[src/rtl/edge_pair_feeder_if.sv]
// edge_pair_feeder_if: pair handshake bundle between the feeder and the edge comparator.
//   out_valid          feeder -> comparator, pair on the bus is valid
//   out_ready          comparator -> feeder, pair accepted this cycle
//   d1/d2              destination indices 2k and 2k+1
//   e1/e2              edge words of d1/d2 (bit EDGE_W-1 = update flag)
//   dv1/dv2            destination distances of d1/d2
`timescale 1ns/1ps
interface edge_pair_feeder_if #(
    parameter int unsigned IDX_W  = 7,
    parameter int unsigned EDGE_W = 32,
    parameter int unsigned DIST_W = 25
) ();
    logic              out_valid;
    logic              out_ready;
    logic [IDX_W-1:0]  d1;
    logic [IDX_W-1:0]  d2;
    logic [EDGE_W-1:0] e1;
    logic [EDGE_W-1:0] e2;
    logic [DIST_W-1:0] dv1;
    logic [DIST_W-1:0] dv2;

    modport master (
        output out_valid, d1, d2, e1, e2, dv1, dv2,
        input  out_ready
    );

    modport slave (
        input  out_valid, d1, d2, e1, e2, dv1, dv2,
        output out_ready
    );
endinterface

[src/rtl/edge_pair_feeder.sv]
// edge_pair_feeder: walks one adjacency row of the edge RAM and hands destination
// pairs (2k, 2k+1) with their edge words and distances to the edge comparator.
//   clk, reset_n       clock, asynchronous active-low reset
//   start, src         begin a row for source vertex src (sampled in IDLE only)
//   e_addr / e_rdata   edge RAM port {src, dst}, 1-cycle read latency
//   dv_addr / dv_rdata distance RAM port (dst), 1-cycle read latency
//   pair               master side of the pair handshake bundle
//   busy               high whenever the FSM is not in IDLE
//   done               one-cycle pulse at row end
//   row_upd            OR of the update flag over emitted edges of the last row
// Optional feature: define FEEDER_SKIP_EMPTY_EN to drop pairs whose two weights are zero.
`timescale 1ns/1ps
module edge_pair_feeder #(
    parameter int unsigned VERTS  = 128,
    parameter int unsigned EDGE_W = 32,
    parameter int unsigned DIST_W = 25
) (
    input  logic                         clk,
    input  logic                         reset_n,
    input  logic                         start,
    input  logic [$clog2(VERTS)-1:0]     src,
    output logic [2*$clog2(VERTS)-1:0]   e_addr,
    input  logic [EDGE_W-1:0]            e_rdata,
    output logic [$clog2(VERTS)-1:0]     dv_addr,
    input  logic [DIST_W-1:0]            dv_rdata,
    output logic                         busy,
    output logic                         done,
    output logic                         row_upd,
    edge_pair_feeder_if.master           pair
);
    localparam int unsigned IDX_W = $clog2(VERTS);
    localparam int unsigned K_W   = IDX_W - 1;
    localparam logic [K_W-1:0] K_LAST = K_W'(VERTS / 2 - 1);

    typedef enum logic [2:0] {
        IDLE,
        FETCH_A,
        FETCH_B,
        CAPTURE,
        PRESENT,
        DONE
    } state_t;

    state_t              state_q,     state_nxt;
    logic [IDX_W-1:0]    src_q,       src_nxt;
    logic [K_W-1:0]      k_q,         k_nxt;
    logic [2*IDX_W-1:0]  e_addr_q,    e_addr_nxt;
    logic [IDX_W-1:0]    dv_addr_q,   dv_addr_nxt;
    logic                busy_q,      busy_nxt;
    logic                done_q,      done_nxt;
    logic                row_upd_q,   row_upd_nxt;
    logic                out_valid_q, out_valid_nxt;
    logic [IDX_W-1:0]    d1_q,        d1_nxt;
    logic [IDX_W-1:0]    d2_q,        d2_nxt;
    logic [EDGE_W-1:0]   e1_q,        e1_nxt;
    logic [EDGE_W-1:0]   e2_q,        e2_nxt;
    logic [DIST_W-1:0]   dv1_q,       dv1_nxt;
    logic [DIST_W-1:0]   dv2_q,       dv2_nxt;

    logic [K_W-1:0]      k_inc;
    logic [IDX_W-1:0]    dst_even;
    logic [IDX_W-1:0]    dst_odd;
    logic [IDX_W-1:0]    next_even;
    logic                skip_pair;
    logic                advance;

    assign k_inc     = k_q + K_W'(1);
    assign dst_even  = {k_q, 1'b0};
    assign dst_odd   = {k_q, 1'b1};
    assign next_even = {k_inc, 1'b0};

    // Empty pair: captured e1 weight and the e2 weight arriving this cycle are both zero.
`ifdef FEEDER_SKIP_EMPTY_EN
    assign skip_pair = (e1_q[EDGE_W-2:0] == '0) && (e_rdata[EDGE_W-2:0] == '0);
`else
    assign skip_pair = 1'b0;
`endif

    // Next-state and next-output logic; addresses are set one cycle ahead of the fetch state.
    always_comb begin
        state_nxt     = state_q;
        src_nxt       = src_q;
        k_nxt         = k_q;
        e_addr_nxt    = e_addr_q;
        dv_addr_nxt   = dv_addr_q;
        row_upd_nxt   = row_upd_q;
        out_valid_nxt = out_valid_q;
        d1_nxt        = d1_q;
        d2_nxt        = d2_q;
        e1_nxt        = e1_q;
        e2_nxt        = e2_q;
        dv1_nxt       = dv1_q;
        dv2_nxt       = dv2_q;
        advance       = 1'b0;

        case (state_q)
            IDLE: begin
                if (start) begin
                    src_nxt     = src;
                    k_nxt       = '0;
                    row_upd_nxt = 1'b0;
                    e_addr_nxt  = {src, IDX_W'(0)};
                    dv_addr_nxt = '0;
                    state_nxt   = FETCH_A;
                end
            end
            FETCH_A: begin
                e_addr_nxt  = {src_q, dst_odd};
                dv_addr_nxt = dst_odd;
                state_nxt   = FETCH_B;
            end
            FETCH_B: begin
                e1_nxt    = e_rdata;
                dv1_nxt   = dv_rdata;
                d1_nxt    = dst_even;
                state_nxt = CAPTURE;
            end
            CAPTURE: begin
                e2_nxt  = e_rdata;
                dv2_nxt = dv_rdata;
                d2_nxt  = dst_odd;
                if (skip_pair) begin
                    advance = 1'b1;
                end else begin
                    out_valid_nxt = 1'b1;
                    state_nxt     = PRESENT;
                end
            end
            PRESENT: begin
                if (pair.out_ready) begin
                    out_valid_nxt = 1'b0;
                    row_upd_nxt   = row_upd_q | e1_q[EDGE_W-1] | e2_q[EDGE_W-1];
                    advance       = 1'b1;
                end
            end
            DONE: begin
                state_nxt = IDLE;
            end
            default: begin
                state_nxt = IDLE;
            end
        endcase

        // Move to the next pair, or finish after the last one (k never wraps).
        if (advance) begin
            if (k_q == K_LAST) begin
                state_nxt = DONE;
            end else begin
                k_nxt       = k_inc;
                e_addr_nxt  = {src_q, next_even};
                dv_addr_nxt = next_even;
                state_nxt   = FETCH_A;
            end
        end

        busy_nxt = (state_nxt != IDLE);
        done_nxt = (state_nxt == DONE);
    end

    // State and output registers.
    always_ff @(posedge clk or negedge reset_n) begin
        if (!reset_n) begin
            state_q     <= IDLE;
            src_q       <= '0;
            k_q         <= '0;
            e_addr_q    <= '0;
            dv_addr_q   <= '0;
            busy_q      <= 1'b0;
            done_q      <= 1'b0;
            row_upd_q   <= 1'b0;
            out_valid_q <= 1'b0;
            d1_q        <= '0;
            d2_q        <= '0;
            e1_q        <= '0;
            e2_q        <= '0;
            dv1_q       <= '0;
            dv2_q       <= '0;
        end else begin
            state_q     <= state_nxt;
            src_q       <= src_nxt;
            k_q         <= k_nxt;
            e_addr_q    <= e_addr_nxt;
            dv_addr_q   <= dv_addr_nxt;
            busy_q      <= busy_nxt;
            done_q      <= done_nxt;
            row_upd_q   <= row_upd_nxt;
            out_valid_q <= out_valid_nxt;
            d1_q        <= d1_nxt;
            d2_q        <= d2_nxt;
            e1_q        <= e1_nxt;
            e2_q        <= e2_nxt;
            dv1_q       <= dv1_nxt;
            dv2_q       <= dv2_nxt;
        end
    end

    assign e_addr         = e_addr_q;
    assign dv_addr        = dv_addr_q;
    assign busy           = busy_q;
    assign done           = done_q;
    assign row_upd        = row_upd_q;
    assign pair.out_valid = out_valid_q;
    assign pair.d1        = d1_q;
    assign pair.d2        = d2_q;
    assign pair.e1        = e1_q;
    assign pair.e2        = e2_q;
    assign pair.dv1       = dv1_q;
    assign pair.dv2       = dv2_q;
endmodule
[src/flat_wrapper.sv]
// flat-port wrapper written by rule: the top's interface ports become plain ports
module edge_pair_feeder_flat 
#(
    parameter int unsigned VERTS  = 128,
    parameter int unsigned EDGE_W = 32,
    parameter int unsigned DIST_W = 25
)
  (clk, reset_n, start, src, e_addr, e_rdata, dv_addr, dv_rdata, busy, done, row_upd, pair_out_valid, pair_d1, pair_d2, pair_e1, pair_e2, pair_dv1, pair_dv2, pair_out_ready);
  edge_pair_feeder_if #(.EDGE_W(EDGE_W), .DIST_W(DIST_W)) pair_i ();
  input  logic clk;
  input  logic reset_n;
  input  logic start;
  input  logic [$clog2(VERTS)-1:0] src;
  output logic [2*$clog2(VERTS)-1:0] e_addr;
  input  logic [EDGE_W-1:0] e_rdata;
  output logic [$clog2(VERTS)-1:0] dv_addr;
  input  logic [DIST_W-1:0] dv_rdata;
  output logic busy;
  output logic done;
  output logic row_upd;
  output wire logic [$bits(pair_i.out_valid)-1:0] pair_out_valid;
  output wire logic [$bits(pair_i.d1)-1:0] pair_d1;
  output wire logic [$bits(pair_i.d2)-1:0] pair_d2;
  output wire logic [$bits(pair_i.e1)-1:0] pair_e1;
  output wire logic [$bits(pair_i.e2)-1:0] pair_e2;
  output wire logic [$bits(pair_i.dv1)-1:0] pair_dv1;
  output wire logic [$bits(pair_i.dv2)-1:0] pair_dv2;
  input wire logic [$bits(pair_i.out_ready)-1:0] pair_out_ready;
  assign pair_out_valid = pair_i.out_valid;
  assign pair_d1 = pair_i.d1;
  assign pair_d2 = pair_i.d2;
  assign pair_e1 = pair_i.e1;
  assign pair_e2 = pair_i.e2;
  assign pair_dv1 = pair_i.dv1;
  assign pair_dv2 = pair_i.dv2;
  assign pair_i.out_ready = pair_out_ready;
  edge_pair_feeder #(.VERTS(VERTS), .EDGE_W(EDGE_W), .DIST_W(DIST_W)) u_core (.clk(clk), .reset_n(reset_n), .start(start), .src(src), .e_addr(e_addr), .e_rdata(e_rdata), .dv_addr(dv_addr), .dv_rdata(dv_rdata), .busy(busy), .done(done), .row_upd(row_upd), .pair(pair_i));
endmodule
[config.mk]
export PLATFORM = sky130hd
export DESIGN_NAME = edge_pair_feeder_flat
export DESIGN_NICKNAME = d
export VERILOG_FILES = /design/src/rtl/edge_pair_feeder_if.sv /design/src/rtl/edge_pair_feeder.sv /design/src/flat_wrapper.sv
export SDC_FILE = /design/constraint.sdc
export NUM_CORES = 1
export LEC_CHECK = 0
export ABC_AREA = 0
export BUFFER_PORTS_ARGS = -buffer_cell sky130_fd_sc_hd__buf_2
export CORE_ASPECT_RATIO = 0.6
export CORE_MARGIN = 1.5
export CORE_UTILIZATION = 28
export DETAILED_ROUTE_END_ITERATION = 6
export GPL_ROUTABILITY_DRIVEN = 0
export SYNTH_ARGS = -nofsm -noshare
export SYNTH_HDL_FRONTEND = slang
export SYNTH_SLANG_ARGS = --single-unit
[constraint.sdc]
create_clock -name clk -period 3.97 [get_ports clk]
set_clock_uncertainty 0.15 [all_clocks]
set_input_delay 0.794 -clock clk [delete_from_list [all_inputs] [get_ports clk]]
set_output_delay 0.794 -clock clk [all_outputs]
set_load 0.05 [all_outputs]
==> PnR_summary.wiki, run 1 <==
{| class="wikitable"
! Metric !! Value
|-
| H-tree levels || 4
|-
| Run status || finished clean
|-
| Die width || 201.2 µm
|-
| Min cycle time layout || 2.431 ns
|-
| Detailed-router iteration count before antenna repair || 4
|-
| Number of stages on the worst setup path || 5
|-
| Via count of the first global-routing pass || 4417
|-
| Required time at the endpoint of the critical path || 4.13 ns
|-
| Standard cell with the maximum stage delay on the critical path || sky130_fd_sc_hd__dfrtp_1
|-
| Total negative slack for setup checks || 0 ns
|-
| Share of the cycle needed by the critical path after routing || 61.24%
|-
| Worst slew slack as a fraction of its limit || 44.32%
|-
| Post-Route Hold Slack || 0.1429 ns
|-
| Routed wire per std cell || 15.42 µm
|-
| Antenna-violating nets left || 0
|-
| Actual transition at the worst max-transition pin || 0.8296 ns
|-
| Area occupied by registers || 4204 µm²
|-
| Number of vias in the routed layout || 4348
|-
| Capturing element type of the critical path || flop
|-
| Fraction of post-synthesis cell area in the top cell type by area || 63.70%
|-
| Root Buffer || sky130_fd_sc_hd__clkbuf_16
|-
| Hold-fix buffer count after cts || 0
|-
| Maximum clock path buffer count || 2
|-
| RSZ-0062 raised after global routing || no
|-
| Grt total ovfl || 0
|-
| Post-Synth Adder-Cell Area || 0.1896%
|-
| Violation count after the first detailed-routing iteration || 128
|-
| Top cells by area, synth || sky130_fd_sc_hd__dfrtp_1, sky130_fd_sc_hd__mux2_2, sky130_fd_sc_hd__nand2_1
|-
| Mux share of post-synthesis cell area || 21.65%
|-
| Main combinational cell family by area after synthesis || multiplexers
|-
| Top cell family by delay on the critical path || flip-flops
|-
| Fraction of final layout cells sized beyond drive strength 1 || 56.62%
|-
| Combined area of the multi-input logic cells || 2203 µm²
|-
| Layout-stage area growth over the synthesis result || 29.16%
|-
| Post-synthesis compound-gate area fraction || 5.782%
|-
| DIE AREA || 24530 µm²
|-
| Die Y || 121.9 µm
|-
| Count of buffers from port buffering || 219
|-
| Cell type contributing the most total cell area after synthesis || sky130_fd_sc_hd__dfrtp_1
|-
| Final-report hold violation count || 0
|-
| Clock latency on the worst-skew pair || 0.42 ns
|-
| Number of post-CTS setup repair buffers || 0
|-
| WS Path Type || reg -> reg
|-
| Min-delay worst type || in -> async
|-
| Number of warnings printed during yosys synthesis || 0
|-
| Worst path cell trace || nand4bb_4 -> a31oi_2 -> buf_4 -> nor2_1 -> a21o_1
|-
| Number of failing setup endpoints in the final timing report || 0
|-
| Global-route total usage across every layer || 12.74%
|-
| TritonCTS clock tree || yes
|-
| R2r startpoint || u_core.state_q[2]$_DFF_PN0_
|-
| Most common cell in the synthesized netlist || sky130_fd_sc_hd__dfrtp_1
|-
| Slack of the worst reg-to-reg path || 1.54 ns
|-
| Number of CTS-inserted buffers || 17
|-
| Syn_nets || 522
|-
| Xor-xnor portion of the synthesized cell area || 0.5308%
|-
| Standard-cell row count || 43
|-
| List of most frequent post-synthesis cells || sky130_fd_sc_hd__dfrtp_1, sky130_fd_sc_hd__mux2_2, sky130_fd_sc_hd__nand2_1
|-
| Initial antenna violation count || 0
|-
| Critical path peak fanout || 17
|-
| Count of flip-flops with a built-in enable after synthesis || 0
|-
| Reg clk slew, reported paths || 0.07 ns
|-
| Arrival time at the worst endpoint || 2.59 ns
|-
| Pin count of the biggest net entering global routing || 87
|-
| Standard cell core area || 23130 µm²
|-
| Capturing point of the worst reg2reg path || u_core.e_addr[0]$_DFF_PN0_
|-
| Commonest register cell after synthesis || sky130_fd_sc_hd__dfrtp_1
|-
| Wire length of the first global-routing pass || 24050 µm
|-
| Pins Over Slew Limit || 0
|-
| Buffers & Inverters on Critical Path || 1
|-
| Clock sinks || 168
|-
| Net total in the final layout || 738
|-
| I/O pins || 221
|-
| Vias per std cell || 4.365
|-
| Simple-gate share of the synthesized area || 5.100%
|-
| Final HPWL DP || 10710 µm
|-
| Number of cells upsized or downsized after cts || 0
|-
| Filler instances || 2287
|-
| Post-synthesis instance area || 6600 µm²
|-
| Highest cell delay on the worst timing path || 0.73 ns
|-
| Effective utilization at floorplan || 28.53%
|-
| Drt total wl || 15360 µm
|-
| Synth Register Bits || 168
|-
| Setup crit start kind || flop
|-
| Post-synthesis sequential area ratio || 63.70%
|-
| Number of distinct library cells after synthesis || 36
|-
| Length in cells of the worst reg-to-reg path || 5
|-
| Share of async-settable or async-resettable flops after synthesis || 100.0%
|-
| Synthesized instance count || 453
|-
| Fmax achieved || 411.3 MHz
|-
| Synth Area per Inst || 14.57 µm²
|-
| Max-cap violations || 0
|-
| Residual DRC || 0
|}
-- final cells by class --
| class | instances | share of cell area, % |
|---|---|---|
| Sequential cell | 168 | 49.32 |
| Multi-Input combinational cell | 256 | 25.85 |
| Timing Repair Buffer | 226 | 13.69 |
| Clock buffer | 21 | 5.284 |
| Tap cell | 315 | 4.624 |
| Clock inverter | 9 | 1.204 |
| Antenna cell | 1 | 0.02936 |
-- kinds of logic after synthesis --
logic type	after synthesis
simple gates	67
buf+inv	29
other cells	1
fa+ha+maj	1
mux	127
flops	168
xor+xnor	4
compound gates	56
-- flip-flops by register name (all words and copies together) (netlist names) --
name                   count
u_core.busy                1
u_core.done                1
u_core.dv_addr             7
u_core.e_addr             14
u_core.k_q                 6
u_core.pair.d1             6
u_core.pair.d2             7
u_core.pair.dv1           25
u_core.pair.dv2           25
u_core.pair.e1            32
u_core.pair.e2            32
u_core.pair.out_valid      1
u_core.row_upd             1
u_core.src_q               7
u_core.state_q             3
-- layer usage --
metal	vias to the layer above	track usage, %	wire, µm
met3	11	5.136	1147
met1	2171	17.24	7345
met4	0	4.431	157
li1	2032	-	-
met2	134	18.40	6709
met5	-	0	0
-- worst register-to-register path: stages, from the launching register on --
cell and delay, ns:
sky130_fd_sc_hd__dfrtp_1 0.73, sky130_fd_sc_hd__nand4bb_4 0.31, sky130_fd_sc_hd__a31oi_2 0.48, sky130_fd_sc_hd__buf_4 0.30, sky130_fd_sc_hd__nor2_1 0.12, sky130_fd_sc_hd__a21o_1 0.22
-- worst max-delay path by stage --
stage / start / endpoint
after floorplan: pair_out_ready / u_core.dv_addr[1]$_DFF_PN0_
after global placement: pair_out_ready / u_core.e_addr[0]$_DFF_PN0_
after detailed placement: pair_out_ready / u_core.dv_addr[0]$_DFF_PN0_
after CTS: u_core.state_q[2]$_DFF_PN0_ / u_core.dv_addr[0]$_DFF_PN0_
after global routing: u_core.state_q[2]$_DFF_PN0_ / u_core.e_addr[0]$_DFF_PN0_
final: u_core.state_q[2]$_DFF_PN0_ / u_core.e_addr[0]$_DFF_PN0_
-- per-stage QoR --
step           worst slack [ns]  util [%]  std cells  instance area (µm²)
3_5_place_dp              1.426     34.45        965                 7969
5_1_grt                   1.355     36.84        995                 8522
3_3_place_gp              1.546     34.45        965                 7969
4_1_cts                   1.549     36.84        995                 8522
2_1_floorplan             2.126         -        453                 6600
6_report                  1.539     36.85        996                 8524
-- layout by cell type, fill, tap and decap left out, types with 2 or more instances in the layout --
| cell | n |
|---|---|
| sky130_fd_sc_hd__clkbuf_16 | 17 |
| sky130_fd_sc_hd__clkinvlp_4 | 3 |
| sky130_fd_sc_hd__nand3_1 | 8 |
| sky130_fd_sc_hd__a21o_1 | 9 |
| sky130_fd_sc_hd__o31ai_1 | 7 |
| sky130_fd_sc_hd__bufinv_16 | 2 |
| sky130_fd_sc_hd__a31oi_1 | 2 |
| sky130_fd_sc_hd__nand2b_1 | 2 |
| sky130_fd_sc_hd__o22ai_1 | 4 |
| sky130_fd_sc_hd__nor2_1 | 11 |
| sky130_fd_sc_hd__clkinv_2 | 4 |
| sky130_fd_sc_hd__xor2_1 | 2 |
| sky130_fd_sc_hd__mux2_2 | 126 |
| sky130_fd_sc_hd__a311oi_1 | 2 |
| sky130_fd_sc_hd__o2bb2ai_1 | 2 |
| sky130_fd_sc_hd__a21oi_1 | 18 |
| sky130_fd_sc_hd__nand2_1 | 36 |
| sky130_fd_sc_hd__dfrtp_1 | 168 |
| sky130_fd_sc_hd__a22oi_1 | 6 |
| sky130_fd_sc_hd__buf_2 | 218 |
| sky130_fd_sc_hd__buf_4 | 6 |
| sky130_fd_sc_hd__nand3b_1 | 3 |
| sky130_fd_sc_hd__xnor2_1 | 2 |
| sky130_fd_sc_hd__o21ai_0 | 2 |
| sky130_fd_sc_hd__clkbuf_1 | 3 |
Power of run 1 is left out: the tool's default activity adds up to more than one toggle a clock period on the data nets, which glitch-free logic cannot reach.
==> inputs of run 2 (changes only) <==
Clock period 3.97 ns to 2.2 ns, I/O delays scaled along.
==> PnR_summary.wiki, run 2 (same netlist as run 1, synthesis figures left out) <==
{| class="wikitable"
! Metric !! Value
|-
| Clock latency on the worst-skew pair || 0.42 ns
|-
| Pins Over Slew Limit || 0
|-
| Number of vias in the routed layout || 4443
|-
| Initial antenna violation count || 0
|-
| Count of buffers from port buffering || 219
|-
| Worst path cell trace || nand4bb_4 -> a31oi_2 -> buf_4 -> nor2_1 -> a21o_1
|-
| Filler instances || 2279
|-
| Worst hold stages || 3
|-
| Via count of the first global-routing pass || 4514
|-
| Routed wire per std cell || 15.71 µm
|-
| Capturing element type of the critical path || flop
|-
| Drt total wl || 15890 µm
|-
| Actual transition at the worst max-transition pin || 0.5656 ns
|-
| Total negative slack for setup checks || 0 ns
|-
| Net total in the final layout || 752
|-
| Start point of the worst hold path || src[4]
|-
| Length in cells of the worst reg-to-reg path || 5
|-
| Required time at the endpoint of the critical path || 2.36 ns
|-
| DIE AREA || 24530 µm²
|-
| # diodes || 0
|-
| Pin count of the biggest net entering global routing || 67
|-
| TritonCTS clock tree || yes
|-
| Critical path peak fanout || 12
|-
| Standard cell with the maximum stage delay on the critical path || sky130_fd_sc_hd__dfrtp_1
|-
| Share of the cycle needed by the critical path after routing || 87.33%
|-
| Final-report hold violation count || 0
|-
| Global-route total usage across every layer || 13.29%
|-
| Layout-stage area growth over the synthesis result || 32.25%
|-
| Antenna-violating nets left || 0
|-
| Residual DRC || 0
|-
| End of the worst hold path || u_core.src_q[4]$_DFFE_PN0P_
|-
| Max-cap violations || 0
|-
| Final HPWL DP || 11140 µm
|-
| Clock sinks || 168
|-
| Die Y || 121.9 µm
|-
| Most common cell after layout, fill and taps aside || sky130_fd_sc_hd__buf_2
|-
| Commonest cells after routing, fill and taps aside || sky130_fd_sc_hd__buf_2, sky130_fd_sc_hd__dfrtp_1, sky130_fd_sc_hd__mux2_2
|-
| I/O pins || 221
|-
| Reg clk slew, reported paths || 0.07 ns
|-
| Run status || finished clean
|-
| Effective utilization at floorplan || 28.53%
|-
| Slack of the worst reg-to-reg path || 0.28 ns
|-
| Number of failing setup endpoints in the final timing report || 0
|-
| Combined area of the multi-input logic cells || 2203 µm²
|-
| Highest cell delay on the worst timing path || 0.52 ns
|-
| RSZ-0062 raised after global routing || no
|-
| Min cycle time layout || 1.921 ns
|-
| Die width || 201.2 µm
|-
| Grt total ovfl || 0
|-
| Standard-cell row count || 43
|-
| Worst slew slack as a fraction of its limit || 62.30%
|-
| Detailed-router iteration count before antenna repair || 5
|-
| H-tree levels || 4
|-
| Final core utilization || 37.73%
|-
| Violation count after the first detailed-routing iteration || 193
|-
| Vias per std cell || 4.395
|-
| Number of post-CTS setup repair buffers || 0
|-
| R2r startpoint || u_core.state_q[0]$_DFF_PN0_
|-
| Fmax achieved || 520.5 MHz
|-
| Root Buffer || sky130_fd_sc_hd__clkbuf_16
|-
| Maximum clock path buffer count || 2
|-
| Standard cell core area || 23130 µm²
|-
| Min-delay worst type || in -> reg
|-
| Capturing point of the worst reg2reg path || u_core.e_addr[0]$_DFF_PN0_
|-
| Number of CTS-inserted buffers || 17
|-
| WS Path Type || reg -> reg
|-
| Fraction of final layout cells sized beyond drive strength 1 || 57.18%
|-
| Arrival time at the worst endpoint || 2.08 ns
|-
| Area occupied by registers || 4204 µm²
|-
| Wire length of the first global-routing pass || 25100 µm
|-
| Setup crit start kind || flop
|}
[run 2: cell count changes in the layout (fill, tap and decap cells not counted), moves of 2 or more]
cell | previous run | this run
sky130_fd_sc_hd__clkinvlp_4 | 3 | 1
sky130_fd_sc_hd__clkbuf_8 | 1 | 3
sky130_fd_sc_hd__clkbuf_1 | 3 | 5
sky130_fd_sc_hd__buf_4 | 6 | 15
sky130_fd_sc_hd__clkinv_2 | 4 | 2
sky130_fd_sc_hd__buf_12 | 1 | 5
[run 2: critical path, delay by kind of cell, from the launching register on]
family | cells | cell delay (ns)
compound gates | 2 | 0.45
buf+inv | 1 | 0.18
flops | 1 | 0.52
simple gates | 2 | 0.50
[run 2: repair_timing]
action,in CTS,in global routing
endpoints found under the hold margin,49,0
endpoints found under the setup margin,0,0
gates resized for setup,0,0
hold buffers,1,0
[run 2: worst max-delay path by stage]
stage	start	endpoint	slack, ns
6_report	u_core.state_q[0]$_DFF_PN0_	u_core.e_addr[0]$_DFF_PN0_	0.28
5_1_grt	u_core.state_q[0]$_DFF_PN0_	u_core.e_addr[10]$_DFF_PN0_	0.17
4_1_cts	u_core.state_q[0]$_DFF_PN0_	u_core.pair.dv1[2]$_DFFE_PN0P_	0.28
3_5_place_dp	u_core.state_q[0]$_DFF_PN0_	u_core.pair.dv1[12]$_DFFE_PN0P_	0.31
3_3_place_gp	u_core.state_q[0]$_DFF_PN0_	u_core.e_addr[12]$_DFF_PN0_	0.33
2_1_floorplan	u_core.state_q[0]$_DFF_PN0_	u_core.pair.dv1[0]$_DFFE_PN0P_	0.49
[run 2: through the flow]
stage | instances | instance area (µm²) | hold WS, ns | worst slack, ns
2_1_floorplan | 453 | 6600 | -0.005591 | 0.4945
3_3_place_gp | 978 | 8117 | 0.2996 | 0.3327
3_5_place_dp | 978 | 8117 | 0.3031 | 0.3078
4_1_cts | 1011 | 8728 | 0.04920 | 0.2831
5_1_grt | 1011 | 8728 | 0.06209 | 0.1652
6_report | 1011 | 8728 | 0.07544 | 0.2787
[run 2: metal layers]
metal / track usage, % / wire length (µm)
met3: 5.270 / 1093
met5: 0 / 0
met2: 18.23 / 6751
met1: 19.09 / 7882
met4: 3.918 / 160
[run 2: cell type report]
cell class,count,area share [%]
Timing Repair Buffer,240,15.18
Sequential cell,168,48.17
Multi-Input combinational cell,256,25.24
Clock buffer,25,5.562
Tap cell,315,4.515
Clock inverter,7,1.333
Power of run 2 is left out for the same reason.
